**config.mk**
```make
export PLATFORM = sky130hd
export DESIGN_NAME = imm_decode_stage
export DESIGN_NICKNAME = d
export VERILOG_FILES = /design/src/rtl/imm_pkg.sv /design/src/rtl/imm_extract.sv /design/src/rtl/imm_decode_stage.sv
export SDC_FILE = /design/constraint.sdc
export NUM_CORES = 1
export LEC_CHECK = 0
export BUFFER_PORTS_ARGS = -buffer_cell sky130_fd_sc_hd__buf_2
export CORE_MARGIN = 1.5
export CORE_UTILIZATION = 57
export CTS_BUF_LIST = sky130_fd_sc_hd__clkbuf_8
export CTS_CLUSTER_SIZE = 16
export DETAILED_ROUTE_END_ITERATION = 8
export GPL_ROUTABILITY_DRIVEN = 0
export PLACE_DENSITY = 0.8
export SLEW_MARGIN = 20
export SYNTH_ARGS = -nofsm -noshare
export SYNTH_HDL_FRONTEND = slang
export SYNTH_SLANG_ARGS = --single-unit
```
**constraint.sdc**
```tcl
create_clock -name clk -period 1.85 [get_ports clk]
set_input_delay 0.0925 -clock clk [delete_from_list [all_inputs] [get_ports clk]]
set_output_delay 0.0925 -clock clk [all_outputs]
set_load 0.005 [all_outputs]
```
**src/rtl/imm_pkg.sv**
```systemverilog
// Shared types for the immediate-decode stage: format classes and base-ISA opcodes.
// Pure declarations, no logic, no latency.
// Optional SYSTEM/CSR immediate decode is enabled by defining IMMGEN_CSR_EN.
package imm_pkg;

   typedef enum logic [2:0] {
      FMT_NONE = 3'd0,
      FMT_I    = 3'd1,
      FMT_ISH  = 3'd2,
      FMT_S    = 3'd3,
      FMT_B    = 3'd4,
      FMT_U    = 3'd5,
      FMT_J    = 3'd6,
      FMT_Z    = 3'd7
   } imm_fmt_t;

   localparam logic [6:0] OPC_OP_IMM   = 7'b0010011;
   localparam logic [6:0] OPC_LOAD     = 7'b0000011;
   localparam logic [6:0] OPC_JALR     = 7'b1100111;
   localparam logic [6:0] OPC_STORE    = 7'b0100011;
   localparam logic [6:0] OPC_BRANCH   = 7'b1100011;
   localparam logic [6:0] OPC_LUI      = 7'b0110111;
   localparam logic [6:0] OPC_AUIPC    = 7'b0010111;
   localparam logic [6:0] OPC_JAL      = 7'b1101111;
   localparam logic [6:0] OPC_OP_IMM32 = 7'b0011011;
   localparam logic [6:0] OPC_SYSTEM   = 7'b1110011;

   // Shift-immediate instructions are SLLI (001) and SRLI/SRAI (101).
   function automatic logic is_shift_funct3(input logic [2:0] funct3);
      return (funct3 == 3'b001) || (funct3 == 3'b101);
   endfunction

endpackage

```
**src/rtl/imm_extract.sv**
```systemverilog
// Combinational immediate extractor: instr -> {imm, fmt, illegal} at XLEN width.
// Zero latency; no state, no handshake.
// Define IMMGEN_CSR_EN to decode SYSTEM CSR immediates (FMT_Z / CSR address).
module imm_extract
   import imm_pkg::*;
#(
   parameter int XLEN = 32
) (
   input  logic [31:0]     instr,
   output logic [XLEN-1:0] imm,
   output imm_fmt_t        fmt,
   output logic            illegal
);

   if (XLEN != 32 && XLEN != 64) begin : g_bad_xlen
      $error("imm_extract: XLEN must be 32 or 64");
   end

   localparam bit IS_RV64 = (XLEN == 64);

   logic [6:0]      opcode;
   logic [2:0]      funct3;
   logic            shift_op;
   logic [XLEN-1:0] imm_i;
   logic [XLEN-1:0] imm_s;
   logic [XLEN-1:0] imm_b;
   logic [XLEN-1:0] imm_u;
   logic [XLEN-1:0] imm_j;
   logic [XLEN-1:0] imm_sh;
   logic [XLEN-1:0] imm_sh32;

   assign opcode   = instr[6:0];
   assign funct3   = instr[14:12];
   assign shift_op = is_shift_funct3(funct3);

   // Every signed immediate is sign-extended arithmetically to the full XLEN.
   assign imm_i    = XLEN'($signed(instr[31:20]));
   assign imm_s    = XLEN'($signed({instr[31:25], instr[11:7]}));
   assign imm_b    = XLEN'($signed({instr[31], instr[7], instr[30:25], instr[11:8], 1'b0}));
   assign imm_u    = XLEN'($signed({instr[31:12], 12'b0}));
   assign imm_j    = XLEN'($signed({instr[31], instr[19:12], instr[20], instr[30:21], 1'b0}));
   // Native shamt is 6 bits on RV64, 5 bits on RV32; W-shifts always use 5.
   assign imm_sh   = IS_RV64 ? XLEN'(instr[25:20]) : XLEN'(instr[24:20]);
   assign imm_sh32 = XLEN'(instr[24:20]);

`ifdef IMMGEN_CSR_EN
   logic [XLEN-1:0] imm_z;
   assign imm_z = XLEN'(instr[19:15]);
`endif

   // Opcode-driven format select; unknown encodings fall to FMT_NONE + illegal.
   always_comb begin
      imm     = '0;
      fmt     = FMT_NONE;
      illegal = 1'b0;
      case (opcode)
         OPC_OP_IMM: begin
            if (shift_op) begin
               fmt     = FMT_ISH;
               imm     = imm_sh;
               illegal = !IS_RV64 && instr[25];
            end else begin
               fmt = FMT_I;
               imm = imm_i;
            end
         end
         OPC_LOAD, OPC_JALR: begin
            fmt = FMT_I;
            imm = imm_i;
         end
         OPC_STORE: begin
            fmt = FMT_S;
            imm = imm_s;
         end
         OPC_BRANCH: begin
            fmt = FMT_B;
            imm = imm_b;
         end
         OPC_LUI, OPC_AUIPC: begin
            fmt = FMT_U;
            imm = imm_u;
         end
         OPC_JAL: begin
            fmt = FMT_J;
            imm = imm_j;
         end
         OPC_OP_IMM32: begin
            if (!IS_RV64) begin
               illegal = 1'b1;
            end else if (shift_op) begin
               fmt     = FMT_ISH;
               imm     = imm_sh32;
               illegal = instr[25];
            end else begin
               fmt = FMT_I;
               imm = imm_i;
            end
         end
         OPC_SYSTEM: begin
`ifdef IMMGEN_CSR_EN
            if (funct3[2] && (funct3[1:0] != 2'b00)) begin
               fmt = FMT_Z;
               imm = imm_z;
            end else begin
               fmt = FMT_I;
               imm = imm_i;
            end
`else
            // Without CSR support SYSTEM is passed through as legal, no immediate.
            fmt     = FMT_NONE;
            illegal = 1'b0;
`endif
         end
         default: begin
            illegal = 1'b1;
         end
      endcase
   end

endmodule

```
**src/rtl/imm_decode_stage.sv**
```systemverilog
// Registered immediate-decode stage with a 2-entry (main + skid) buffer.
// Latency 1 cycle; full throughput while out_ready=1; in_ready = !skid occupied (registered).
// Define IMMGEN_CSR_EN to enable SYSTEM/CSR immediate decode in imm_extract.
module imm_decode_stage
   import imm_pkg::*;
#(
   parameter int XLEN  = 32,
   parameter int TAG_W = 32
) (
   input  logic             clk,
   input  logic             rst_n,
   input  logic             flush,
   input  logic             in_valid,
   output logic             in_ready,
   input  logic [31:0]      in_instr,
   input  logic [TAG_W-1:0] in_tag,
   output logic             out_valid,
   input  logic             out_ready,
   output logic [XLEN-1:0]  out_imm,
   output imm_fmt_t         out_fmt,
   output logic             out_illegal,
   output logic [31:0]      out_instr,
   output logic [TAG_W-1:0] out_tag
);

   logic [XLEN-1:0]  dec_imm;
   imm_fmt_t         dec_fmt;
   logic             dec_illegal;

   logic             main_valid;
   logic             skid_valid;
   logic [XLEN-1:0]  skid_imm;
   imm_fmt_t         skid_fmt;
   logic             skid_illegal;
   logic [31:0]      skid_instr;
   logic [TAG_W-1:0] skid_tag;

   logic             accept;
   logic             drain;
   logic             load_main_in;
   logic             load_main_skid;
   logic             load_skid;
   logic             main_valid_nxt;
   logic             skid_valid_nxt;

   imm_extract #(
      .XLEN (XLEN)
   ) u_extract (
      .instr   (in_instr),
      .imm     (dec_imm),
      .fmt     (dec_fmt),
      .illegal (dec_illegal)
   );

   assign out_valid = main_valid;
   assign accept    = in_valid && in_ready;
   assign drain     = main_valid && out_ready;

   // Steer beats: skid refills main first; a new beat goes to main if it is free
   // or draining this cycle, otherwise it parks in skid. Flush overrides all.
   always_comb begin
      load_main_in   = 1'b0;
      load_main_skid = 1'b0;
      load_skid      = 1'b0;
      main_valid_nxt = main_valid;
      skid_valid_nxt = skid_valid;
      if (flush) begin
         main_valid_nxt = 1'b0;
         skid_valid_nxt = 1'b0;
      end else begin
         if (skid_valid) begin
            if (drain) begin
               load_main_skid = 1'b1;
               skid_valid_nxt = 1'b0;
            end
         end else if (accept) begin
            if (!main_valid || drain) begin
               load_main_in = 1'b1;
            end else begin
               load_skid      = 1'b1;
               skid_valid_nxt = 1'b1;
            end
         end else if (drain) begin
            main_valid_nxt = 1'b0;
         end
         if (load_main_in || load_main_skid) begin
            main_valid_nxt = 1'b1;
         end
      end
   end

   // Valid bits and the registered ready; ready opens on the first edge after reset.
   always_ff @(posedge clk or negedge rst_n) begin
      if (!rst_n) begin
         main_valid <= 1'b0;
         skid_valid <= 1'b0;
         in_ready   <= 1'b0;
      end else begin
         main_valid <= main_valid_nxt;
         skid_valid <= skid_valid_nxt;
         in_ready   <= !skid_valid_nxt;
      end
   end

   // Main (output) data register, loaded from the decoder or from skid.
   always_ff @(posedge clk or negedge rst_n) begin
      if (!rst_n) begin
         out_imm     <= '0;
         out_fmt     <= FMT_NONE;
         out_illegal <= 1'b0;
         out_instr   <= '0;
         out_tag     <= '0;
      end else if (load_main_in) begin
         out_imm     <= dec_imm;
         out_fmt     <= dec_fmt;
         out_illegal <= dec_illegal;
         out_instr   <= in_instr;
         out_tag     <= in_tag;
      end else if (load_main_skid) begin
         out_imm     <= skid_imm;
         out_fmt     <= skid_fmt;
         out_illegal <= skid_illegal;
         out_instr   <= skid_instr;
         out_tag     <= skid_tag;
      end
   end

   // Skid data register, captured only when main is stalled.
   always_ff @(posedge clk or negedge rst_n) begin
      if (!rst_n) begin
         skid_imm     <= '0;
         skid_fmt     <= FMT_NONE;
         skid_illegal <= 1'b0;
         skid_instr   <= '0;
         skid_tag     <= '0;
      end else if (load_skid) begin
         skid_imm     <= dec_imm;
         skid_fmt     <= dec_fmt;
         skid_illegal <= dec_illegal;
         skid_instr   <= in_instr;
         skid_tag     <= in_tag;
      end
   end

endmodule
```
==> impl_metrics.csv, run 1 <==
group,metric,value,unit
yosys,synth-seq-cells,203,
power_and_ir_drop,p_leak,5.746,nW
sta,period_share,97.59,%
setup_path,critical_path.max_fanout,11,
power_and_ir_drop,power_density,1037,nW/um2
clock_network,cts_root_buf,"clkbuf_8",
global_route,grtUsageMet2,49.83,%
setup_path,start_kind,"primary input",
route,drtIter0Drc,608,
floorplan,coreArea,15150,um2
clock_network,cts.sinks,203,
yosys,postSynth.asyncResetShare,100.0,%
yosys,syn-cell-area,8830,um2
finish,diodes,0,
setup_path,critical-path-top-delay-family,"simple AND/OR/NAND/NOR gates",
yosys,syn_nets,1018,
placement,dp.final_hpwl,15490,um
setup_path,path_buf_inv,2,
placement,placed_cell_area,9987,um2
sta,drv_slew,0,
sta,finalSetupViolations,0,
yosys,netlist.area_leader.share,57.53,%
clock_network,cts_tree,"done",
sta,final_hold_viol_count,0,
floorplan,die_area,16250,um2
finish,design_area,11400,um2
setup_path,path_cells,"dlygate4sd3_1 -> buf_2 -> nand3b_1 -> nor3_4 -> nand3_1 -> o211ai_1",
yosys,yosysUniqueCellTypes,53,
global_route,busiest_layer,"met2",
setup_path,crit_type,"in2reg",
finish,fin_nets,1260,
floorplan,die_x,127.5,um
yosys,synth.yosys.seq_area_share,57.53,%
route,drcViolationCount,0,
global_route,grt_overflow,0,
floorplan,rows,45,
floorplan,io_pins,171,
sta,max_slew.worst_pin.slew,594.6,ps
sta,fin_ws,44.49,ps
placement,numPortBuffers,170,
route,drt-vias-per-instance,5.709,
sta,fin_skew,19.73,ps
floorplan,dieHeight,127.5,um
placement,place_ws,108.3,ps
setup_path,end_kind,"flop",
global_route,grt_pass1_vias,7970,
finish,synthToLayoutAreaGrowth,29.11,%
min_path,min_path_type,"in2async",
global_route,grt_max_degree,71,
clock_network,clk_pin_slew_worst_paths,60,ps
route,ant_nets,0,
sta,max_freq,553.9,MHz
yosys,synthTopCellsByArea,"dfrtp_1 58%, nand2_1 9.8%, nor2_1 6.4%, o22ai_1 4.0%, mux2i_1 2.4%",
route,vias,8004,
clock_network,cts_buffer_depth,3,
floorplan,start_util,58.30,%
yosys,synth_top_area_cell,"dfrtp_1",
global_route,grt_use_total,30.54,%
global_route,globalRouteMet1Util,40.51,%
global_route,use_met3,5.611,%
setup_path,cp.required,2260,ps
power_and_ir_drop,peakVddDrop,699.1,uV
job,maxCapViolations,0,
yosys,ys_warn_count,0,
sta,slew_headroom,60.10,%
route,routed_wl,24640,um
clock_network,clkLatencyLatePin,520,ps
sta,fin_crit,1806,ps
yosys,postSynthAreaPerCell,9.304,um2
route,drtPass1Iterations,5,
route,avgRoutedWirePerCell,17.58,um
clock_network,cts_made_buffers,34,
yosys,synthFlopType,"dfrtp_1",
setup_path,max_stage_delay,550,ps
setup_path,cp_slowest_cell,"dlygate4sd3_1",
finish,drive_above_1_share,22.41,%
setup_path,worstPathArrival,2220,ps
clock_network,htreeDepth,2,
yosys,synth_edf_count,0,
global_route,grt_pass1_wl,39490,um
global_route,antenna_found_initial,0,
outcome,outcome,"completed",
yosys,synthCells,949,
sta,fin_tns_setup,0,ps
## through the flow
stage	hold WS (ps)	cells	total power [mW]	utilization (%)
after floorplan	-203.1	949	6.723	-
after global placement	79.36	1275	7.555	65.94
after detailed placement	79.62	1275	7.658	65.94
after CTS	101.3	1402	11.83	75.14
after global routing	123.7	1402	12.43	75.27
final	100.9	1402	11.83	75.27
## kinds of logic after synthesis
logic type             count (synthesis)  synth area share, %
AND/OR/NAND/NOR                      467                22.59
multiplexers                          22                2.508
buffers and inverters                 89                4.478
AO/OA/AOI/OAI                        167                12.80
flip-flops                           203                57.53
XOR/XNOR                               1              0.09921
## synthesized netlist by cell type, drive strengths merged, types with 2 or more instances
cell,n
a211oi,8
a21o,3
a21oi,13
a221o,8
a22oi,14
a31oi,6
and3,23
buf,44
clkbuf,21
dfrtp,203
inv,24
mux2i,21
nand2,231
nand3,16
nand3b,5
nand4b,2
nor2,151
nor2b,3
nor3,23
o211ai,11
o21ai,32
o221ai,9
o22ai,57
or4,3
## path summary, 6_finish.rpt
kind	startpoint	to	slack, ps	depth (start not counted)
min in group clk	in_tag[29]	skid_tag[29]	320	4
min reg2reg	skid_tag[9]	skid_tag[9]	480	2
max in group asynchronous	rst_n	out_instr[26]	1060	3
max reg2reg	skid_valid	out_imm[28]	90	4
max	in_instr[4]	out_imm[28]	40	6
min	rst_n	out_tag[3]	100	2
## worst register-to-register path, delay by kind of cell, from the launching register on
family	cells	cell delay, ps
AOI/OAI and AO/OA	1	250
and+or+nand+nor	3	1010
DFF	1	400
## cells in the final DEF, fill, tap and decap left out, types with 8 or more instances in the layout
master,synthesis,layout
nand2_1,231,229
mux2i_1,21,21
inv_1,24,33
nor2_1,151,150
a21oi_1,10,10
o21ai_0,21,21
o211ai_1,11,11
dlygate4sd3_1,0,68
and3_1,23,23
buf_2,37,169
clkbuf_8,0,50
o21ai_1,11,11
a221o_1,8,8
buf_12,0,8
o221ai_1,9,9
a22oi_1,14,14
dfrtp_1,203,203
nor3_1,21,20
buf_4,2,24
o22ai_1,57,57
nand3_1,16,16
## what timing repair did
item / in CTS / in global routing
setup endpoints to repair: 0 / 23
hold buffers: 68 / 0
setup buffers: 0 / 0
resized for setup: 0 / 5
hold endpoints to repair: 350 / 0
## layer usage
| metal | routed length [um] | up-vias |
|---|---|---|
| li1 | - | 3713 |
| met1 | 10300 | 3840 |
| met2 | 11830 | 388 |
| met3 | 1737 | 63 |
| met4 | 772 | 0 |
| met5 | 0 | - |
## flip-flops by register name (all words and copies together) (netlist names), 3 cells and up
signal / count
skid_fmt: 3
skid_tag: 32
out_instr: 32
out_imm: 32
out_fmt: 3
skid_imm: 32
out_tag: 32
skid_instr: 32
## final cells by class
type | count | area (um2)
Fill cell | 1037 | 3746
Clock inverter | 10 | 38.79
Sequential cell | 203 | 5080
Multi-Input combinational cell | 657 | 3390
Clock buffer | 49 | 674.4
Tap cell | 188 | 235.2
Timing Repair Buffer | 271 | 1892
Inverter | 24 | 90.09
## power by group
group | total (mW) | switching (mW) | leakage, nW | internal (mW)
clock | 4.07 | 1.75 | 0.404 | 2.33
sequential | 5.73 | 0.468 | 2.49 | 5.26
combinational | 2.02 | 1.06 | 2.85 | 0.963
total | 11.8 | 3.27 | 5.75 | 8.55
Power figures use the tool's default switching activity.
==> inputs of run 2 (changes only) <==
- CORE_UTILIZATION: 57 -> 60
- PLACE_DENSITY: 0.8 -> 0.82
- SYNTH_HIERARCHICAL: not set -> 1
- clock period: 1.85 -> 2.1 ns (I/O delays scaled with it)
==> run 2 against run 1 <==
Compared with the run above: first-iteration DRC count decreased by 47%; combinational power increased by 15%; die area increased by 7.3%; register-to-register slack improved by 150 ps; global-route usage decreased by 4.5 points; area after synthesis increased by 13%; clock skew decreased by 7.5 ps; critical path type is now reg2reg; synthesized cell count decreased by 33%; largest cell class unchanged; wire length decreased by 8.6%; non-clock buffer count decreased by 19; design area increased by 8.9%.
==> impl_metrics.csv, run 2 <==
group,metric,value,unit
sta,fin_skew,12.27,ps
sta,max_freq,537.0,MHz
setup_path,ff2ff_path_depth,5,
setup_path,crit_type,"reg2reg",
setup_path,cp-endpoint,"out_imm[13]",
clock_network,cts_root_buf,"clkbuf_8",
sta,drv_slew,0,
power_and_ir_drop,peakVddDrop,732.6,uV
clock_network,cts_tree,"done",
setup_path,cp_slowest_cell,"dfrtp_1",
clock_network,cts_made_buffers,34,
setup_path,path_cells,"nand4b_1 -> buf_12 -> buf_4 -> mux2_4 -> mux2_2",
finish,num-fill-cells,926,
route,vias,6264,
route,avgRoutedWirePerCell,20.08,um
yosys,yosysMostFrequentCell,"dfrtp_1",
finish,final_cell_mix,"203 x dfrtp_1, 169 x buf_2, 161 x mux2_4, 124 x mux2_2, 64 x dlygate4sd3_1",
yosys,ys_warn_count,6,
setup_path,worstPathArrival,2260,ps
sta,fin_crit,1862,ps
global_route,grt_overflow,0,
setup_path,cp.required,2500,ps
global_route,grt_pass1_vias,6865,
finish,synthToLayoutAreaGrowth,24.19,%
route,drcViolationCount,0,
clock_network,clk_pin_slew_worst_paths,60,ps
outcome,outcome,"completed",
finish,final_common_cell,"dfrtp_1",
placement,dp.final_hpwl,14540,um
placement,numPortBuffers,170,
global_route,grt_max_degree,81,
floorplan,rows,46,
setup_path,r2r-end,"out_imm[13]",
setup_path,critical_path.max_fanout,26,
power_and_ir_drop,p_leak,6.733,nW
finish,drive_above_1_share,58.01,%
yosys,synthFlopType,"dfrtp_1",
yosys,synthCells,639,
yosys,syn_nets,708,
yosys,postSynthAreaPerCell,15.64,um2
power_and_ir_drop,design_power_total,10.81,mW
setup_path,timing.rr.start,"out_valid",
setup_path,crit_path_start,"out_valid",
floorplan,start_util,62.23,%
route,routed_wl,22530,um
clock_network,cts_resized,0,
yosys,netlist.area_leader.share,50.83,%
yosys,postSynth.asyncResetShare,100.0,%
sta,period_share,88.67,%
clock_network,htreeDepth,2,
sta,slew_headroom,55.79,%
setup_path,end_kind,"flop",
yosys,synth_top_area_cell,"dfrtp_1",
yosys,syn-cell-area,9993,um2
yosys,synth_edf_count,0,
route,drtPass1Iterations,5,
yosys,synth_commonest_cells,"203 x dfrtp_1, 161 x mux2_4, 124 x mux2_2",
min_path,min_path_type,"in2reg",
route,ant_nets,0,
finish,fin_nets,955,
yosys,synth-seq-cells,203,
job,maxCapViolations,0,
global_route,antenna_found_initial,0,
global_route,grt_pass1_wl,36360,um
sta,finalSetupViolations,0,
power_and_ir_drop,power_density,871.3,nW/um2
yosys,synthTopCellsByArea,"dfrtp_1 51%, mux2_4 24%, mux2_2 14%, mux2_1 1.7%, a21o_1 1.6%",
clock_network,cts.sinks,203,
sta,max_slew.worst_pin.slew,663.2,ps
route,drt-vias-per-instance,5.583,
sta,grt_setup_unrepaired,"false",
sta,fin_tns_setup,0,ps
setup_path,r2r_slack,240,ps
yosys,synth.yosys.seq_area_share,50.83,%
floorplan,die_x,132.1,um
floorplan,die_area,17440,um2
yosys,yosysUniqueCellTypes,39,
clock_network,cts_buffer_depth,3,
floorplan,coreArea,16060,um2
sta,final_hold_viol_count,0,
global_route,grt_use_total,26.01,%
clock_network,clkLatencyLatePin,510,ps
floorplan,io_pins,171,
setup_path,max_stage_delay,420,ps
route,drtIter0Drc,322,
floorplan,dieHeight,132.1,um
setup_path,start_kind,"flop",
[run 2: cell types whose count changed after synthesis, moves of 21 or more]
cell,before,now
mux2_4,0,161
mux2_2,1,124
o22ai_1,57,1
nor2_1,151,8
mux2i_1,21,0
inv_1,24,1
nand2_1,231,10
[run 2: metal layers]
layer	global-route usage (%)	up-vias	routed length, um
li1	-	2815	-
met1	33.22	3171	9345
met2	43.51	227	11210
met3	5.998	51	1441
met4	9.444	0	534
met5	0	-	0
[run 2: final cells by class]
class / instances / area [um2] / share of cell area, %
Clock inverter: 11 / 43.79 / 0.3529
Sequential cell: 203 / 5080 / 40.93
Inverter: 1 / 3.754 / 0.03024
Clock buffer: 44 / 605.6 / 4.880
Timing Repair Buffer: 252 / 1773 / 14.29
Tap cell: 216 / 270.3 / 2.178
Antenna cell: 1 / 2.502 / 0.02016
Multi-Input combinational cell: 394 / 4632 / 37.32
[run 2: critical path, delay by kind of cell (launching register included)]
family / cells / cell delay [ps]
mux: 2 / 590
simple gates: 1 / 200
buf+inv: 2 / 520
flops: 1 / 420
[run 2: kinds of logic (layout without fill, tap and decap cells)]
logic type	after synthesis	in the layout	synth area share, %
mux	300	300	39.85
other cells	0	1	0
simple gates	51	51	3.042
flops	203	203	50.83
buf+inv	42	308	3.030
compound gates	43	43	3.243
[run 2: how the worst min path moves through the flow]
stage                      startpoint             to  slack [ps]  cells past startpoint
after detailed placement        rst_n    out_tag[29]         190                      1
after global placement          rst_n    out_tag[29]         180                      1
final                     in_instr[6]   out_instr[6]          50                      2
after CTS                 in_instr[6]  skid_instr[6]          20                      2
after global routing      in_instr[3]  skid_instr[3]          60                      2
after floorplan                 rst_n       in_ready        -190                      0
[run 2: stage by stage]
stage	cell area [um2]	hold slack (ps)	setup WS (ps)	util, %	cells
3_3_place_gp	11120	179.2	343.6	69.24	1002
3_5_place_dp	11120	186.1	240.5	69.24	1002
2_1_floorplan	9993	-190.6	523.9	-	639
6_report	12410	54.92	237.9	77.29	1122
4_1_cts	12410	18.03	240.5	77.27	1121
5_1_grt	12410	58.19	197.2	77.27	1121
[run 2: repair_timing]
| item | 4_1_cts | 5_1_grt |
|---|---|---|
| setup buffers | 0 | 0 |
| hold buffers | 64 | 0 |
| hold endpoints to repair | 216 | 0 |
[run 2: power breakdown]
part	internal, mW	switching [mW]
combinational	1.53	0.797
clock	1.86	1.51
sequential	4.68	0.442
